### config.mk
export PLATFORM = sky130hd
export DESIGN_NAME = io_uart_leds
export DESIGN_NICKNAME = d
export VERILOG_FILES = /design/src/rtl/io_uart_leds_pkg.sv /design/src/rtl/io_uart_leds_sync_fifo.sv /design/src/rtl/io_uart_leds.sv
export SDC_FILE = /design/constraint.sdc
export NUM_CORES = 1
export LEC_CHECK = 0
export BUFFER_PORTS_ARGS = -buffer_cell sky130_fd_sc_hd__buf_2
export CORE_MARGIN = 2
export CORE_UTILIZATION = 30
export CTS_BUF_LIST = sky130_fd_sc_hd__clkbuf_4
export CTS_CLUSTER_SIZE = 28
export DETAILED_ROUTE_END_ITERATION = 10
export PLACE_DENSITY = 0.68
export SLEW_MARGIN = 20
export SYNTH_ARGS = -nofsm -noshare
export SYNTH_HDL_FRONTEND = slang
export SYNTH_SLANG_ARGS = --single-unit
export TNS_END_PERCENT = 20
### constraint.sdc
create_clock -name clk -period 3.3 [get_ports clk]
set_input_delay 0.165 -clock clk [delete_from_list [all_inputs] [get_ports clk]]
set_output_delay 0.165 -clock clk [all_outputs]
set_load 0.03 [all_outputs]
### src/rtl/io_uart_leds_pkg.sv
// IO map shared by the LED/UART peripheral: word-address bit indices,
// status-word bit positions and the transmitter state encoding.
package io_uart_leds_pkg;

  // Byte address -> word index starts at bit 2
  localparam int ADDR_WORD_LSB    = 2;

  // One-hot word-address bits (relative to ADDR_WORD_LSB)
  localparam int IO_LEDS_BIT      = 0;
  localparam int IO_UART_DATA_BIT = 1;
  localparam int IO_UART_STAT_BIT = 2;

  // UART_STAT bit positions
  localparam int STAT_FULL_BIT    = 0;
  localparam int STAT_EMPTY_BIT   = 1;
  localparam int STAT_BUSY_BIT    = 2;
  localparam int STAT_OVF_BIT     = 3;
  localparam int STAT_CNT_LSB     = 8;

  typedef enum logic [1:0] {
    ST_IDLE  = 2'd0,
    ST_START = 2'd1,
    ST_DATA  = 2'd2,
    ST_STOP  = 2'd3
  } uart_state_t;

  // Assemble the software-visible status word
  function automatic logic [31:0] stat_word(input logic       full,
                                            input logic       empty,
                                            input logic       busy,
                                            input logic       ovf,
                                            input logic [7:0] cnt);
    logic [31:0] w;
    w                      = '0;
    w[STAT_FULL_BIT]       = full;
    w[STAT_EMPTY_BIT]      = empty;
    w[STAT_BUSY_BIT]       = busy;
    w[STAT_OVF_BIT]        = ovf;
    w[STAT_CNT_LSB +: 8]   = cnt;
    return w;
  endfunction

endpackage

### src/rtl/io_uart_leds_sync_fifo.sv
// sync_fifo: single-clock byte queue with fill count.
// Push is ignored when full, pop is ignored when empty; both flags are
// taken from the registered count, so a same-cycle pop never makes room.
module sync_fifo #(
  parameter int WIDTH      = 8,
  parameter int DEPTH_LOG2 = 4
) (
  input  logic                  clk,
  input  logic                  reset,
  input  logic                  push,
  input  logic [WIDTH-1:0]      wdata,
  input  logic                  pop,
  output logic [WIDTH-1:0]      rdata,
  output logic                  full,
  output logic                  empty,
  output logic [DEPTH_LOG2:0]   count
);

  localparam int DEPTH = 1 << DEPTH_LOG2;

  logic [WIDTH-1:0]      mem [DEPTH];
  logic [DEPTH_LOG2-1:0] wr_ptr;
  logic [DEPTH_LOG2-1:0] rd_ptr;
  logic                  do_push;
  logic                  do_pop;

  assign full    = (count == (DEPTH_LOG2+1)'(DEPTH));
  assign empty   = (count == '0);
  assign do_push = push & ~full;
  assign do_pop  = pop & ~empty;
  assign rdata   = mem[rd_ptr];

  // Storage array, written on accepted push only
  always_ff @(posedge clk) begin
    if (do_push) mem[wr_ptr] <= wdata;
  end

  // Pointers wrap modulo depth; count tracks occupancy
  always_ff @(posedge clk or posedge reset) begin
    if (reset) begin
      wr_ptr <= '0;
      rd_ptr <= '0;
      count  <= '0;
    end else begin
      if (do_push) wr_ptr <= wr_ptr + 1'b1;
      if (do_pop)  rd_ptr <= rd_ptr + 1'b1;
      case ({do_push, do_pop})
        2'b10:   count <= count + 1'b1;
        2'b01:   count <= count - 1'b1;
        default: count <= count;
      endcase
    end
  end

endmodule

### src/rtl/io_uart_leds.sv
// io_uart_leds: IO-space LED register, TX byte queue and 8N1 UART transmitter.
// Build option: define UART_TX_FIFO_EN for a 2**FIFO_DEPTH_LOG2-entry queue;
// otherwise a single holding register is used (depth 1).
module io_uart_leds
  import io_uart_leds_pkg::*;
#(
  parameter int CLK_FREQ_HZ     = 27_000_000,
  parameter int BAUD            = 115_200,
  parameter int FIFO_DEPTH_LOG2 = 4
) (
  input  logic        clk,
  input  logic        reset,
  input  logic [31:0] IO_mem_addr,
  input  logic [31:0] IO_mem_wdata,
  input  logic        IO_mem_wr,
  output logic [31:0] IO_mem_rdata,
  output logic [5:0]  leds,
  output logic        uart_tx
);

  localparam int DIV    = CLK_FREQ_HZ / BAUD;
  localparam int BAUD_W = (DIV > 2) ? $clog2(DIV) : 1;
  localparam logic [BAUD_W-1:0] BAUD_LAST = BAUD_W'(DIV - 1);
`ifdef UART_TX_FIFO_EN
  localparam int FILL_W = FIFO_DEPTH_LOG2 + 1;
`else
  localparam int FILL_W = 1;
`endif

  logic              sel_leds;
  logic              sel_data;
  logic              sel_stat;
  logic              push_req;
  logic              ovf_clr;
  logic              overflow;

  logic              fifo_full;
  logic              fifo_empty;
  logic [FILL_W-1:0] fifo_cnt;
  logic [7:0]        fifo_head;
  logic              fifo_pop;

  uart_state_t       state;
  uart_state_t       state_nxt;
  logic [BAUD_W-1:0] baud_cnt;
  logic              bit_end;
  logic [2:0]        bit_idx;
  logic [7:0]        shreg;
  logic              load;
  logic              shift;
  logic              tx_nxt;
  logic              tx_busy;

  logic              unused_ok;

  assign sel_leds = IO_mem_addr[ADDR_WORD_LSB + IO_LEDS_BIT];
  assign sel_data = IO_mem_addr[ADDR_WORD_LSB + IO_UART_DATA_BIT];
  assign sel_stat = IO_mem_addr[ADDR_WORD_LSB + IO_UART_STAT_BIT];
  assign push_req = IO_mem_wr & sel_data;
  assign ovf_clr  = IO_mem_wr & sel_stat & IO_mem_wdata[STAT_OVF_BIT];
  assign bit_end  = (baud_cnt == BAUD_LAST);
  assign tx_busy  = (state != ST_IDLE);

  // Address bits outside the one-hot decode and upper write-data bits are don't-care
  assign unused_ok = ^{IO_mem_addr[31:5], IO_mem_addr[1:0], IO_mem_wdata[31:8],
                       (FIFO_DEPTH_LOG2 > 0)};

`ifdef UART_TX_FIFO_EN
  sync_fifo #(
    .WIDTH      (8),
    .DEPTH_LOG2 (FIFO_DEPTH_LOG2)
  ) u_fifo (
    .clk   (clk),
    .reset (reset),
    .push  (push_req),
    .wdata (IO_mem_wdata[7:0]),
    .pop   (fifo_pop),
    .rdata (fifo_head),
    .full  (fifo_full),
    .empty (fifo_empty),
    .count (fifo_cnt)
  );
`else
  logic       hold_vld;
  logic [7:0] hold_data;

  assign fifo_full  = hold_vld;
  assign fifo_empty = ~hold_vld;
  assign fifo_cnt   = hold_vld;
  assign fifo_head  = hold_data;

  // Holding-register valid flag: push only into an empty slot, pop frees it
  always_ff @(posedge clk or posedge reset) begin
    if (reset)                      hold_vld <= 1'b0;
    else if (push_req && !hold_vld) hold_vld <= 1'b1;
    else if (fifo_pop)              hold_vld <= 1'b0;
  end

  // Holding-register payload
  always_ff @(posedge clk) begin
    if (push_req && !hold_vld) hold_data <= IO_mem_wdata[7:0];
  end
`endif

  // LED register and sticky overflow flag (set beats clear)
  always_ff @(posedge clk or posedge reset) begin
    if (reset) begin
      leds     <= '0;
      overflow <= 1'b0;
    end else begin
      if (IO_mem_wr && sel_leds) leds <= IO_mem_wdata[5:0];
      if (push_req && fifo_full) overflow <= 1'b1;
      else if (ovf_clr)          overflow <= 1'b0;
    end
  end

  // Read mux: OR of every selected register, zero when nothing is selected
  always_comb begin
    IO_mem_rdata = '0;
    if (sel_leds) IO_mem_rdata = IO_mem_rdata | {26'b0, leds};
    if (sel_stat) IO_mem_rdata = IO_mem_rdata |
                                 stat_word(fifo_full, fifo_empty, tx_busy, overflow, 8'(fifo_cnt));
  end

  // Transmitter state register
  always_ff @(posedge clk or posedge reset) begin
    if (reset) state <= ST_IDLE;
    else       state <= state_nxt;
  end

  // Transmitter next-state logic
  always_comb begin
    state_nxt = state;
    case (state)
      ST_IDLE:  if (!fifo_empty) state_nxt = ST_START;
      ST_START: if (bit_end) state_nxt = ST_DATA;
      ST_DATA:  if (bit_end && bit_idx == 3'd7) state_nxt = ST_STOP;
      ST_STOP:  if (bit_end) state_nxt = fifo_empty ? ST_IDLE : ST_START;
      default:  state_nxt = ST_IDLE;
    endcase
  end

  // Transmitter outputs: queue pop, shift-register control, next line level
  always_comb begin
    fifo_pop = 1'b0;
    load     = 1'b0;
    shift    = 1'b0;
    tx_nxt   = uart_tx;
    case (state)
      ST_IDLE: begin
        if (!fifo_empty) begin
          fifo_pop = 1'b1;
          load     = 1'b1;
          tx_nxt   = 1'b0;
        end
      end
      ST_START: begin
        if (bit_end) begin
          tx_nxt = shreg[0];
          shift  = 1'b1;
        end
      end
      ST_DATA: begin
        if (bit_end) begin
          if (bit_idx == 3'd7) begin
            tx_nxt = 1'b1;
          end else begin
            tx_nxt = shreg[0];
            shift  = 1'b1;
          end
        end
      end
      ST_STOP: begin
        // Back-to-back frames: next start bit follows the stop bit directly
        if (bit_end && !fifo_empty) begin
          fifo_pop = 1'b1;
          load     = 1'b1;
          tx_nxt   = 1'b0;
        end
      end
      default: tx_nxt = 1'b1;
    endcase
  end

  // Line register, baud counter and bit index
  always_ff @(posedge clk or posedge reset) begin
    if (reset) begin
      uart_tx  <= 1'b1;
      baud_cnt <= '0;
      bit_idx  <= '0;
    end else begin
      uart_tx <= tx_nxt;
      if (state == ST_IDLE || bit_end) baud_cnt <= '0;
      else                             baud_cnt <= baud_cnt + 1'b1;
      if (load)                                  bit_idx <= '0;
      else if (state == ST_DATA && bit_end)      bit_idx <= bit_idx + 1'b1;
    end
  end

  // Shift register: loaded from the queue head, LSB shifted out first
  always_ff @(posedge clk) begin
    if (load)       shreg <= fifo_head;
    else if (shift) shreg <= {1'b0, shreg[7:1]};
  end

endmodule

Yosys cells after proc, flatten, opt, wreduce, memory -nomap -nowiden
Index checks and enable logic that the tools add are counted.

storage, ports and cells
  bits in registers = 38
  input port bits = 67
  output and inout bits = 39
  logic and storage cells = 73

cells by class
  $add $sub $neg = 2
  equality and inequality tests = 11
  multiplexer cells = 30
  bitwise logic cells = 5
  reductions and logical operators = 16

operators with widths
  cell                   count
  $mux W32               1
  $or A32 B9 Y32         1
  $mux W8                3
  $mux W1                15
  $ne A2 B2 Y1 const B   6
  $reduce_bool A2 Y1     5
  $add A8 B1 Y8 const B  1
  $eq A8 B8 Y1 const B   1
  $mux W2                4
  $pmux W2 S4            1
  $reduce_and A4 Y1      2
  $logic_and A1 B1 Y1    6
  $mux W3                2
  $mux W6                1
  $eq A2 B2 Y1 const B   2
  $pmux W1 S2            2
  $pmux W1 S4            1
  $add A3 B1 Y3 const B  1
  $and A1 B1 Y1          3
  $eq A3 B3 Y1 const B   1
  $eq A2 B1 Y1 const B   1
  $logic_not A2 Y1       1
  $logic_not A1 Y1       1
  $logic_or A1 B1 Y1     1
  $not A1 Y1             1

Depth between registers and ports, before layout
  depth in word-level cells = 6
  depth in mapped cells = 7
  gate-level depth less buffers = 6

Least setup slack after synthesis
OpenSTA, ideal clock, no wires.

  kind = reg2reg
  start point = register baud_cnt[1]
  end point = register shreg[0], enable pin
  setup time = 375 ps
  data arrival time = 1644 ps
  path slack = 1282 ps
  stages on the path, launching flop included = 8
  period minus slack after synthesis = 2018 ps
  cell sequence = dfrtp_1 inv_1 ha_1 nor2b_1 a41oi_2 nor3b_4 buf_6 o21bai_1

on the way
  word-level cells in the longest chain between the ends = 5
  elaborated cells between the ends (all ways) = 8
  those cells by class = eq/ne: 1; mux: 5; reduce/logical: 2

ends and longest elaborated chain
  element                                  line                 source
  start: declaration                       io_uart_leds.sv:45   logic [BAUD_W-1:0] baud_cnt;
  start signal: assignment                 io_uart_leds.sv:194  else baud_cnt <= baud_cnt + 1'b1;
  $eq A8 B8 Y1 (*)                         io_uart_leds.sv:61   assign bit_end = (baud_cnt == BAUD_LAST);
  $logic_and A1 B1 Y1                      io_uart_leds.sv:175  if (bit_end && !fifo_empty) begin
  $mux W1                                  io_uart_leds.sv:175
  $pmux W1 S2                              io_uart_leds.sv:149  case (state)
  $reduce_bool A2 Y1 (no source line) (*)  -
  end signal: assignment                   io_uart_leds.sv:202  if (load) shreg <= fifo_head;
  end signal: assignment                   io_uart_leds.sv:203  else if (shift) shreg <= {1'b0, shreg[7:1]};
  end: declaration                         io_uart_leds.sv:48   logic [7:0] shreg;

Every way passes the cells marked *; elsewhere a longest branch is shown, timed or not.
A chain may end at the register's enable or synchronous reset.

Final worst setup path
  start point = register baud_cnt[1]
  end point = register shreg[6], data pin

on the way
  word-level cells in the longest chain between the ends = 5

ends and longest elaborated chain
  element              line
  $eq A8 B8 Y1         io_uart_leds.sv:61
  $logic_and A1 B1 Y1  io_uart_leds.sv:175
  $mux W1              io_uart_leds.sv:175
  $pmux W1 S2          io_uart_leds.sv:149
  $mux W8              io_uart_leds.sv:202

No other way between the ends.

==> results.sh <==
export IMPL_wl_mm=2.98
export IMPL_numCtsBuffers=5
export IMPL_worstMarginPinSlew_ps=843
export IMPL_syn_area_per_cell_um2=12.0
export IMPL_grt_setup_unrepaired="false"
export IMPL_ir_worst_vdd_mv=0.408
export IMPL_fin_crit_ps=2240
export IMPL_die_height_um=85.1
export IMPL_vias=1216
export IMPL_met1_usage_pct=10.9
export IMPL_cts_buffer_depth=2
export IMPL_antenna_found_initial=0
export IMPL_clk_latency_ps=340
export IMPL_htreeDepth=2
export IMPL_criticalPathCategory="reg -> reg"
export IMPL_crit_slowest_cell="dfrtp_1"
export IMPL_rrSetupSlack_ps=1060
export IMPL_drc=0
export IMPL_p_leak_uw=0.00105
export IMPL_cts_setup_buffers=0
export IMPL_hold_ws_ps=-22.6
export IMPL_startpoint_type="register"
export IMPL_fin_tns_setup_ps=0
export IMPL_dp_cells=266
export IMPL_core_mm2=0.00635
export IMPL_cp_max_fo=9
export IMPL_cp_required_ps=3410
export IMPL_postSynthCellCount=165
export IMPL_dr_pass1_iters=4
export IMPL_drv_slew=0
export IMPL_grt_max_degree=23
export IMPL_status="finished, violations left"
export IMPL_synth_seq_area_share_pct=52.3
export IMPL_max_freq_mhz=447
export IMPL_setup_viol_count_final=0
export IMPL_fin_nets=279
export IMPL_grtUsageTotal_pct=8.81
export IMPL_wire_per_inst_um=10.6
export IMPL_hold_viol=21
export IMPL_ys_seq_elements=38
export IMPL_busiest_layer="met2"
export IMPL_die_width_um=85.1
export IMPL_max_stage_delay_ps=410
export IMPL_hold_class="in -> async"
export IMPL_crit_reg2reg_launch="baud_cnt[1]"
export IMPL_clock_root_buffer="clkbuf_4"
export IMPL_power_density_mw_per_mm2=759
export IMPL_antenna_cells=0
export IMPL_drt_iter0_drc=35
export IMPL_fin_crit_sh_pct=67.8
export IMPL_yosysTopAreaCellShare_pct=26.6
export IMPL_io_buffers=27
export IMPL_grt_use_met2_pct=14.6
export IMPL_vias_per_cell=4.33
export IMPL_synth_largest_area_cell="dfrtp_1"
export IMPL_slew_headroom_pct=43.7
export IMPL_initial_utilization_pct=31.1
export IMPL_area_growth_pct=15.2
export IMPL_drtAntennaViolNets=0
export IMPL_clkSlewWorstSetupHoldPaths_ps=120
export IMPL_skew_ps=8.34
export IMPL_cts_sinks=38
export IMPL_synthTopCellsByArea="dfrtp_1 27%, edfxtp_1 24%, buf_4 9.5%"
export IMPL_yosysWarnings=0
export IMPL_grt_pass1_vias=1143
export IMPL_cp_arrival_ps=2340
export IMPL_reg2reg_to="shreg[6]"
export IMPL_layout_drive_gt1_share_pct=24.5
export IMPL_rows=29
export IMPL_stdcell_count=281
export IMPL_grt_first_pass_wirelength_mm=5.18
export IMPL_gr_usage_met3_pct=2.63
export IMPL_violations="hold timing"
export IMPL_syn_area_mm2=0.00197
export IMPL_gp_congestion=0.792
export IMPL_cap_violations=0
export IMPL_end_kind="register"
export IMPL_p_total_uw=1720
export IMPL_cts_tree="done"
export IMPL_synth_cell_type_count=37
export IMPL_crit_path_cell_trace="inv_1, ha_1, nor2b_1, a41oi_2, nor3b_4, buf_4, mux2_2"
export IMPL_ioPinCount=106
export IMPL_gr_total_overflow=0
export IMPL_dp_hpwl_mm=2.19
export IMPL_fill_cells=623
export IMPL_r2r_cells=7
export IMPL_dieArea_mm2=0.00724
worst max-delay path, delay by kind of cell, from the launching register on:
| family | cells | cell delay [ps] |
|---|---|---|
| fa+ha+maj | 1 | 120 |
| flops | 1 | 410 |
| buf+inv | 2 | 290 |
| simple gates | 2 | 690 |
| mux | 1 | 330 |
| compound gates | 1 | 190 |
cell usage after synthesis:
cell type	number
buf_4	25
dfrtp_1	21
edfxtp_1	16
nor2_1	15
ha_1	9
mux2_2	9
and2_1	5
inv_1	5
a21oi_1	4
mux2_1	4
nand2_1	4
nand3_1	4
nor2b_1	4
o21ai_0	4
xor2_1	4
and3_1	3
xnor2_1	3
a31o_2	2
a32o_1	2
clkbuf_1	2
mux2i_1	2
nand4_1	2
nor3_1	2
a211o_1	1
a211oi_1	1
a21o_1	1
a22o_1	1
a41oi_2	1
and4b_1	1
buf_6	1
conb_1	1
dfstp_2	1
nand2b_1	1
nor3b_4	1
o211ai_1	1
o21bai_1	1
or3_1	1
layout by cell type (no fill, tap or decap), types with 3 or more instances in the layout:
| cell type | instances |
|---|---|
| dfrtp_1 | 21 |
| nor2_1 | 15 |
| ha_1 | 9 |
| dlygate4sd3_1 | 7 |
| o21ai_0 | 4 |
| buf_2 | 27 |
| inv_1 | 5 |
| xor2_1 | 4 |
| mux2_2 | 9 |
| and3_1 | 3 |
| edfxtp_1 | 16 |
| nor2b_1 | 4 |
| a21oi_1 | 4 |
| conb_1 | 25 |
| mux2_1 | 4 |
| nand3_1 | 4 |
| nand2_1 | 4 |
| clkbuf_4 | 5 |
| xnor2_1 | 3 |
| and2_1 | 5 |
metal layers:
metal / vias up / share of wire, %
met1: 565 / 45
met2: 49 / 47
met3: 4 / 6.3
met5: - / 0
li1: 598 / -
met4: 0 / 1.1
cell families after synthesis:
logic type / Yosys count / share of synthesized area, %
other cells: 1 / 0.190
fa+ha+maj: 9 / 5.71
compound gates: 19 / 7.17
mux: 15 / 8.43
buf+inv: 33 / 11.4
flops: 38 / 52.3
simple gates: 43 / 11.7
xor+xnor: 7 / 3.11
registers in the layout, summed over array words and instances (netlist names):
| signal | count |
|---|---|
| baud_cnt | 8 |
| bit_idx | 3 |
| fifo_cnt | 1 |
| fifo_head | 8 |
| leds | 6 |
| overflow | 1 |
| shreg | 8 |
| state | 2 |
| uart_tx | 1 |
worst max-delay path by stage:
stage | end | start | cells past startpoint | slack (ps)
2_1_floorplan | shreg[0] | baud_cnt[1] | 7 | 1280
3_3_place_gp | shreg[6] | baud_cnt[1] | 7 | 1070
3_5_place_dp | shreg[5] | baud_cnt[1] | 6 | 1050
4_1_cts | shreg[6] | baud_cnt[1] | 7 | 1030
5_1_grt | shreg[6] | baud_cnt[1] | 7 | 860
6_report | shreg[6] | baud_cnt[1] | 7 | 1060
report_power, final:
group	internal (µW)	switching, µW	leakage (µW)
sequential	620	75.7	0.000422
combinational	254	382	0.000573
clock	237	156	0.0000554
total	1110	613	0.00105
repair_timing:
item                      4_1_cts  5_1_grt
gates resized for setup         0        0
hold buffers                    7        0
hold endpoints to repair        7        0
cell type report:
| type | instances | area [µm²] | share of cell area [%] |
|---|---|---|---|
| Sequential cell | 38 | 1030 | 45.4 |
| Multi-Input combinational cell | 118 | 806 | 35.5 |
| Timing Repair Buffer | 35 | 213 | 9.36 |
| Tap cell | 77 | 96.3 | 4.24 |
| Clock inverter | 3 | 68.8 | 3.03 |
| Clock buffer | 5 | 37.5 | 1.65 |
| Inverter | 5 | 18.8 | 0.826 |
per-stage QoR:
stage / cell area, µm² / setup WS, ps / utilization, %
2_1_floorplan: 2060 / 1280 / -
3_3_place_gp: 2100 / 1070 / 33.0
3_5_place_dp: 2100 / 1050 / 33.0
4_1_cts: 2270 / 1030 / 35.8
5_1_grt: 2270 / 855 / 35.8
6_report: 2270 / 1060 / 35.8
Note: power is estimated with default switching activity, not from simulation.
